File: src/rtl/key_conditioner.sv
// Per-key conditioning of raw active-low push buttons: two-flop synchronizer, debounce,
// registered press/release edge pulses and an optional auto-repeat strobe.
module key_conditioner #(
   parameter int NUM_KEYS        = 4,
   parameter int DEBOUNCE_CYCLES = 500000,
   parameter int REPEAT_DELAY    = 25000000,
   parameter int REPEAT_PERIOD   = 5000000
) (
   input  logic                clock,
   input  logic                reset,
   input  logic [NUM_KEYS-1:0] key_n,
   input  logic [NUM_KEYS-1:0] repeat_enable,
   output logic [NUM_KEYS-1:0] held,
   output logic [NUM_KEYS-1:0] pressed,
   output logic [NUM_KEYS-1:0] released,
   output logic [NUM_KEYS-1:0] strobe
);
   localparam int DW   = $clog2(DEBOUNCE_CYCLES + 1);
   localparam int RMAX = (REPEAT_DELAY > REPEAT_PERIOD) ? REPEAT_DELAY : REPEAT_PERIOD;
   localparam int RW   = (RMAX > 1) ? $clog2(RMAX) : 1;

   localparam logic [DW-1:0] DB_LAST     = DW'(DEBOUNCE_CYCLES - 1);
   localparam logic [RW-1:0] DELAY_LAST  = RW'(REPEAT_DELAY - 1);
   localparam logic [RW-1:0] PERIOD_LAST = RW'(REPEAT_PERIOD - 1);

   typedef enum logic [1:0] {
      RPT_IDLE,
      RPT_DELAY,
      RPT_REPEAT
   } rpt_state_t;

   for (genvar gi = 0; gi < NUM_KEYS; gi++) begin : g_key
      logic            stage1_reg;
      logic            stage2_reg;
      logic            sync;
      logic [DW-1:0]   db_cnt_reg;
      logic            held_reg;
      logic            held_d_reg;
      logic            pressed_reg;
      logic            released_reg;
      logic            strobe_reg;
      logic            rise;
      logic            rpt_pulse;
      rpt_state_t      state_reg;
      rpt_state_t      state_next;
      logic [RW-1:0]   rpt_cnt_reg;
      logic [RW-1:0]   rpt_cnt_next;

      assign sync = ~stage2_reg;
      // rise is the same term that becomes the registered pressed pulse, so the
      // repeat phase is counted from the pressed cycle itself
      assign rise = held_reg & ~held_d_reg;

      always_ff @(posedge clock or posedge reset) begin
         if (reset) begin
            stage1_reg   <= 1'b1;
            stage2_reg   <= 1'b1;
            db_cnt_reg   <= '0;
            held_reg     <= 1'b0;
            held_d_reg   <= 1'b0;
            pressed_reg  <= 1'b0;
            released_reg <= 1'b0;
            strobe_reg   <= 1'b0;
            state_reg    <= RPT_IDLE;
            rpt_cnt_reg  <= '0;
         end else begin
            stage1_reg <= key_n[gi];
            stage2_reg <= stage1_reg;
            if (sync == held_reg) begin
               db_cnt_reg <= '0;
            end else if (db_cnt_reg == DB_LAST) begin
               db_cnt_reg <= '0;
               held_reg   <= ~held_reg;
            end else begin
               db_cnt_reg <= db_cnt_reg + DW'(1);
            end
            held_d_reg   <= held_reg;
            pressed_reg  <= rise;
            released_reg <= ~held_reg & held_d_reg;
            strobe_reg   <= rise | (rpt_pulse & repeat_enable[gi]);
            state_reg    <= state_next;
            rpt_cnt_reg  <= rpt_cnt_next;
         end
      end

      always_comb begin
         state_next   = state_reg;
         rpt_cnt_next = rpt_cnt_reg;
         rpt_pulse    = 1'b0;
         case (state_reg)
            RPT_IDLE: begin
               if (rise) begin
                  state_next   = RPT_DELAY;
                  rpt_cnt_next = '0;
               end
            end
            RPT_DELAY: begin
               if (!held_reg) begin
                  state_next   = RPT_IDLE;
                  rpt_cnt_next = '0;
               end else if (rpt_cnt_reg == DELAY_LAST) begin
                  rpt_pulse    = 1'b1;
                  state_next   = RPT_REPEAT;
                  rpt_cnt_next = '0;
               end else begin
                  rpt_cnt_next = rpt_cnt_reg + RW'(1);
               end
            end
            RPT_REPEAT: begin
               if (!held_reg) begin
                  state_next   = RPT_IDLE;
                  rpt_cnt_next = '0;
               end else if (rpt_cnt_reg == PERIOD_LAST) begin
                  rpt_pulse    = 1'b1;
                  rpt_cnt_next = '0;
               end else begin
                  rpt_cnt_next = rpt_cnt_reg + RW'(1);
               end
            end
            default: begin
               state_next   = RPT_IDLE;
               rpt_cnt_next = '0;
            end
         endcase
      end

      assign held[gi]     = held_reg;
      assign pressed[gi]  = pressed_reg;
      assign released[gi] = released_reg;
      assign strobe[gi]   = strobe_reg;
   end

endmodule
File: config.mk
export PLATFORM = sky130hd
export DESIGN_NAME = key_conditioner
export DESIGN_NICKNAME = d
export VERILOG_FILES = /design/src/rtl/key_conditioner.sv
export SDC_FILE = /design/constraint.sdc
export NUM_CORES = 1
export LEC_CHECK = 0
export CORE_MARGIN = 2
export CORE_UTILIZATION = 50
export CTS_CLUSTER_DIAMETER = 200
export DETAILED_ROUTE_END_ITERATION = 7
export PLACE_DENSITY = 0.65
export SYNTH_ARGS = -nofsm -noshare
export SYNTH_HDL_FRONTEND = slang
export SYNTH_SLANG_ARGS = --single-unit
File: constraint.sdc
create_clock -name clock -period 14.7 [get_ports clock]
set_input_delay 2.205 -clock clock [delete_from_list [all_inputs] [get_ports clock]]
set_output_delay 2.205 -clock clock [all_outputs]
set_load 0.005 [all_outputs]
* After elaboration in Yosys (flattened, before gate mapping)
Index checks and enable logic that the tools add are counted.
Widths: inputs -> output; s select.
** Storage, ports and cells
- Register bits :: 212
- Input port bits :: 10
- Output and inout port bits :: 16
- Word-level logic and storage cells :: 200
** Operators by class
- Add/sub/neg operators :: 8
- Eq/ne operators :: 36
- Muxes and demuxes :: 72
- Bitwise operators :: 32
- Reductions and logical operators :: 12
** Operator list (number)
- $mux 25 :: 20
- $pmux 25 s3 :: 4
- $mux 19 :: 8
- $add 25x1->25 const B :: 4
- $eq 25x23->1 const B :: 4
- $eq 25x25->1 const B :: 4
- $add 19x1->19 const B :: 4
- $eq 19x19->1 const B :: 4
- $mux 2 :: 16
- $pmux 2 s3 :: 4
- $mux 1 :: 16
- $ne 2x2->1 const B :: 8
- $not 1->1 :: 16
- $and 1x1->1 :: 12
- $ne 3x3->1 const B :: 4
- $reduce_and 3->1 :: 4
- $eq 2x1->1 const B :: 4
- $eq 2x2->1 const B :: 4
- $logic_not 2->1 :: 4
- $pmux 1 s2 :: 4
- $reduce_and 2->1 :: 4
- $eq 1x1->1 :: 4
- $or 1x1->1 :: 4

* Depth between registers and ports, before layout
- Depth after elaboration :: 6
- Mapped depth :: 8

* Worst setup path before layout
OpenSTA, ideal clock, no wires.
- Kind :: reg2out
- Start point :: register g_key[3].held_reg
- End point :: output held[3]
- Arrival time :: 0.583 ns
- Data required time :: 12.495 ns
- Slack :: 11.912 ns
- Cell stages (with the launch flop) :: 2
- Path buffers :: 1
- Cell sequence :: dfrtp_1 > buf_4
** RTL lines
- from (decl) :: RTL line 37 : logic held_reg;
- from (signal assigned) :: RTL line 73 : held_reg <= ~held_reg;
- to (decl) :: RTL line 13 : output logic [NUM_KEYS-1:0] held,
No word-level cell between the ends.

* Final worst setup path
- Start point :: register g_key[2].held_reg
- End point :: output held[2]
** RTL lines (RTL line)
- from (decl) :: 37
- from (signal assigned) :: 73
No word-level cell between the ends.

==> results by group <==
Critical path
  – Setup slack, reg-to-reg: between 10 and 15 ns
  – Critical Path Max Stage Delay: around 0.6 ns
  – Req. time, crit path: around 12 ns
  – Crit-path cells: clkdlybuf4s50_1
  – Slowest stage cell, crit path: dfrtp_1
  – Crit Path Max Fanout: 10
  – Crit. End Element: output pin
  – CP top delay family: flip-flops
  – Arr. time, crit path: 1.71 ns
  – CP startpoint kind: flop
  – CP bufs+invs: 1
  – Critical path type: reg2out

Clock tree
  – CTS-repair resized insts: 0
  – CTS Buf Count: 25
  – Post-CTS setup buffer count: 0
  – Hold buffers post-CTS: 0
  – CTS max path bufs: 3
  – Max H-tree Level: 1
  – Worst skew pair latency: about 0.53 ns
  – CTS tree: yes
  – Clk root buf: clkbuf_16
  – # clock sinks: 212
  – Clk pin slew, worst setup/hold paths: 0.06 ns

Place
  – HPWL Detailed: 13.68 mm
  – IO buf count: 25
  – Placer Congestion: 0.7946
  – Placed Cells: approximately 1400

Synth
  – Synthesized cell area: 11130 µm²
  – Synth cell types: 80
  – Sequential-to-total area share from yosys stat: 47.76%
  – Primary flip-flop cell chosen by synthesis mapping: dfrtp_1
  – Syn Inst Count: 1132
  – #FFs+latches synth: approximately 210
  – Mean post-synth cell area: a little under 10 µm²
  – Syn Nets: approximately 1200
  – EDFF count, synth: 0
  – Syn. warnings: 0
  – Ys async rst share: 100.0%

Floorplan
  – Core Region: 21820 µm²
  – Die footprint: 23470 µm²
  – # IOs: 26
  – Die X: about 150 µm
  – Initial Util: slightly above 50%
  – Row Count: 54
  – Die Y: about 150 µm

GRT
  – Global-route wire length before repair: ~37 mm
  – GRT Util Overall: a little under a fifth
  – Vias in the first global route: 7916
  – Pin count of the biggest net entering global routing: between 100 and 150
  – Initial antenna violation count: 0
  – Grt total ovfl: 0

Timing
  – Setup Total Neg Slack: 0 ns
  – Worst Skew: 0.01825 ns
  – Final period utilization: a little over a quarter
  – Final Hold Vio Count: 0
  – Tmin final: 3.911 ns
  – Slew headroom: around a quarter
  – Tightest Pin Transition: 1.101 ns
  – RSZ-0062 raised after global routing: false
  – Fin. max-slew vios: 0
  – Final setup vio count: 0
  – Peak Freq: between 200 and 300 MHz

Drt
  – DR top layer: met4
  – DRT met1 WL: roughly 10 mm
  – DR pass1 iterations: 7
  – WL met3: 601 µm
  – Met2 WL: 9.345 mm
  – Antenna Violating Nets Remaining: 0
  – DR vias/cell: roughly 5.5
  – DR DRC count: 0
  – Routed WL: 20.83 mm
  – DR iter-0 viols: ~370
  – Routed wire per std cell: approximately 14 µm
  – Vias: a little under 8000

Status
  – Run status: completed

Layout
  – Area delta synth->final: 11.20%
  – Util after Layout: roughly 57%
  – Share of layout cells above drive strength 1: about 10%
  – Layout Nets: ~1200
  – Antenna diodes: 0
  – Final cell count without fillers: approximately 1400
  – Max FFs per register: 100

Power
  – P_leak: approximately 5.2 nW
  – Cell Pwr Density: ~100 nW/µm²
  – Maximum vdd ir drop: approximately 0.081 mV

Min path
  – Hold Crit Class: reg2reg

Job
  – MaxCap Viol Count: 0
[cell type report]
type | count | area, µm²
well taps | 280 | 350.3
fillers | 1906 | 9449
repair buffers | 29 | 280.3
inverters | 48 | 187.7
flip-flops and latches | 212 | 5315
clock inverters | 13 | 152.6
multi-input cells | 833 | 5373
clock buffers | 33 | 715.7
[cell families after synthesis]
group                      count (synthesis)  synth area share (%)
xor gates and xnor gates                 152                 11.96
adders and majority gates                 20                 2.249
muxes                                      4                0.3598
DFF                                      212                 47.76
and+or+nand+nor                          568                 27.29
buffers and inverters                     87                 3.958
AOI/OAI and AO/OA                         89                 6.420
[stage by stage]
stage                     area, µm²  power, mW  hold WS, ns  setup WS, ns
final                         12370      1.257       0.3557         10.79
after global routing          12370      1.301       0.3584         10.47
after CTS                     12370      1.275       0.3563         10.71
after detailed placement      11510     0.6264       0.3475         10.15
after global placement        11510     0.6261       0.3465         10.13
after floorplan               11130     0.6180       0.3452         6.714
[report_power, final]
part	leakage (nW)	switching, mW	internal, mW
clock	0.434	0.247	0.396
sequential	2.93	0.00343	0.588
combinational	1.80	0.0171	0.00558
total	5.16	0.267	0.990
[metal layers]
metal,vias to the layer above,GRT usage (%)
met1,3829,26.66
met3,30,2.467
met2,89,29.12
li1,3978,-
met4,0,4.850
met5,-,0
[path summary, 6_finish.rpt]
path                                              start                       end  cells past startpoint
worst min-delay path                g_key[3].stage1_reg       g_key[3].stage2_reg                      0
max in group asynchronous                         reset    g_key[2].db_cnt_reg[9]                      3
worst max-delay path                  g_key[2].held_reg                   held[2]                      1
min in group asynchronous                         reset     g_key[0].released_reg                      2
worst max register to register  g_key[2].rpt_cnt_reg[0]  g_key[2].rpt_cnt_reg[20]                      6
worst min register to register      g_key[3].stage1_reg       g_key[3].stage2_reg                      0
[synth_stat cells (18+ instances only)]
| cell | number | area, µm² |
|---|---|---|
| and3_1 | 22 | 137.6 |
| and4_1 | 21 | 183.9 |
| buf_4 | 20 | 150.1 |
| dfrtp_1 | 204 | 5105 |
| ha_1 | 20 | 250.2 |
| inv_1 | 48 | 180.2 |
| nand2_1 | 89 | 334.1 |
| nand3_1 | 71 | 355.3 |
| nand4_1 | 31 | 193.9 |
| nor2_1 | 152 | 570.6 |
| nor2_2 | 27 | 168.9 |
| nor3_1 | 37 | 185.2 |
| nor4_1 | 25 | 156.4 |
| o21ai_0 | 18 | 90.09 |
| xnor2_1 | 87 | 762.0 |
| xor2_1 | 65 | 569.3 |
[worst reg2reg max path, delay by kind of cell, from the launching register on]
family / cells / cell delay, ns
compound gates: 1 / 0.89
flops: 1 / 0.39
simple gates: 4 / 0.98
fa+ha+maj: 1 / 0.22
[cells in the final DEF, fill, tap and decap left out, types with 20 or more instances in the layout]
| cell | netlist | routed |
|---|---|---|
| and3_1 | 22 | 22 |
| nor3_1 | 37 | 37 |
| clkdlybuf4s50_1 | 0 | 25 |
| nand3_1 | 71 | 71 |
| nor2_2 | 27 | 27 |
| xnor2_1 | 87 | 87 |
| nand2_1 | 89 | 89 |
| xor2_1 | 65 | 65 |
| and4_1 | 21 | 21 |
| dfrtp_1 | 204 | 204 |
| nor4_1 | 25 | 25 |
| ha_1 | 20 | 20 |
| nor2_1 | 152 | 152 |
| nand4_1 | 31 | 31 |
| clkbuf_16 | 0 | 25 |
| inv_1 | 48 | 47 |
(Power assumes the default switching activity.)
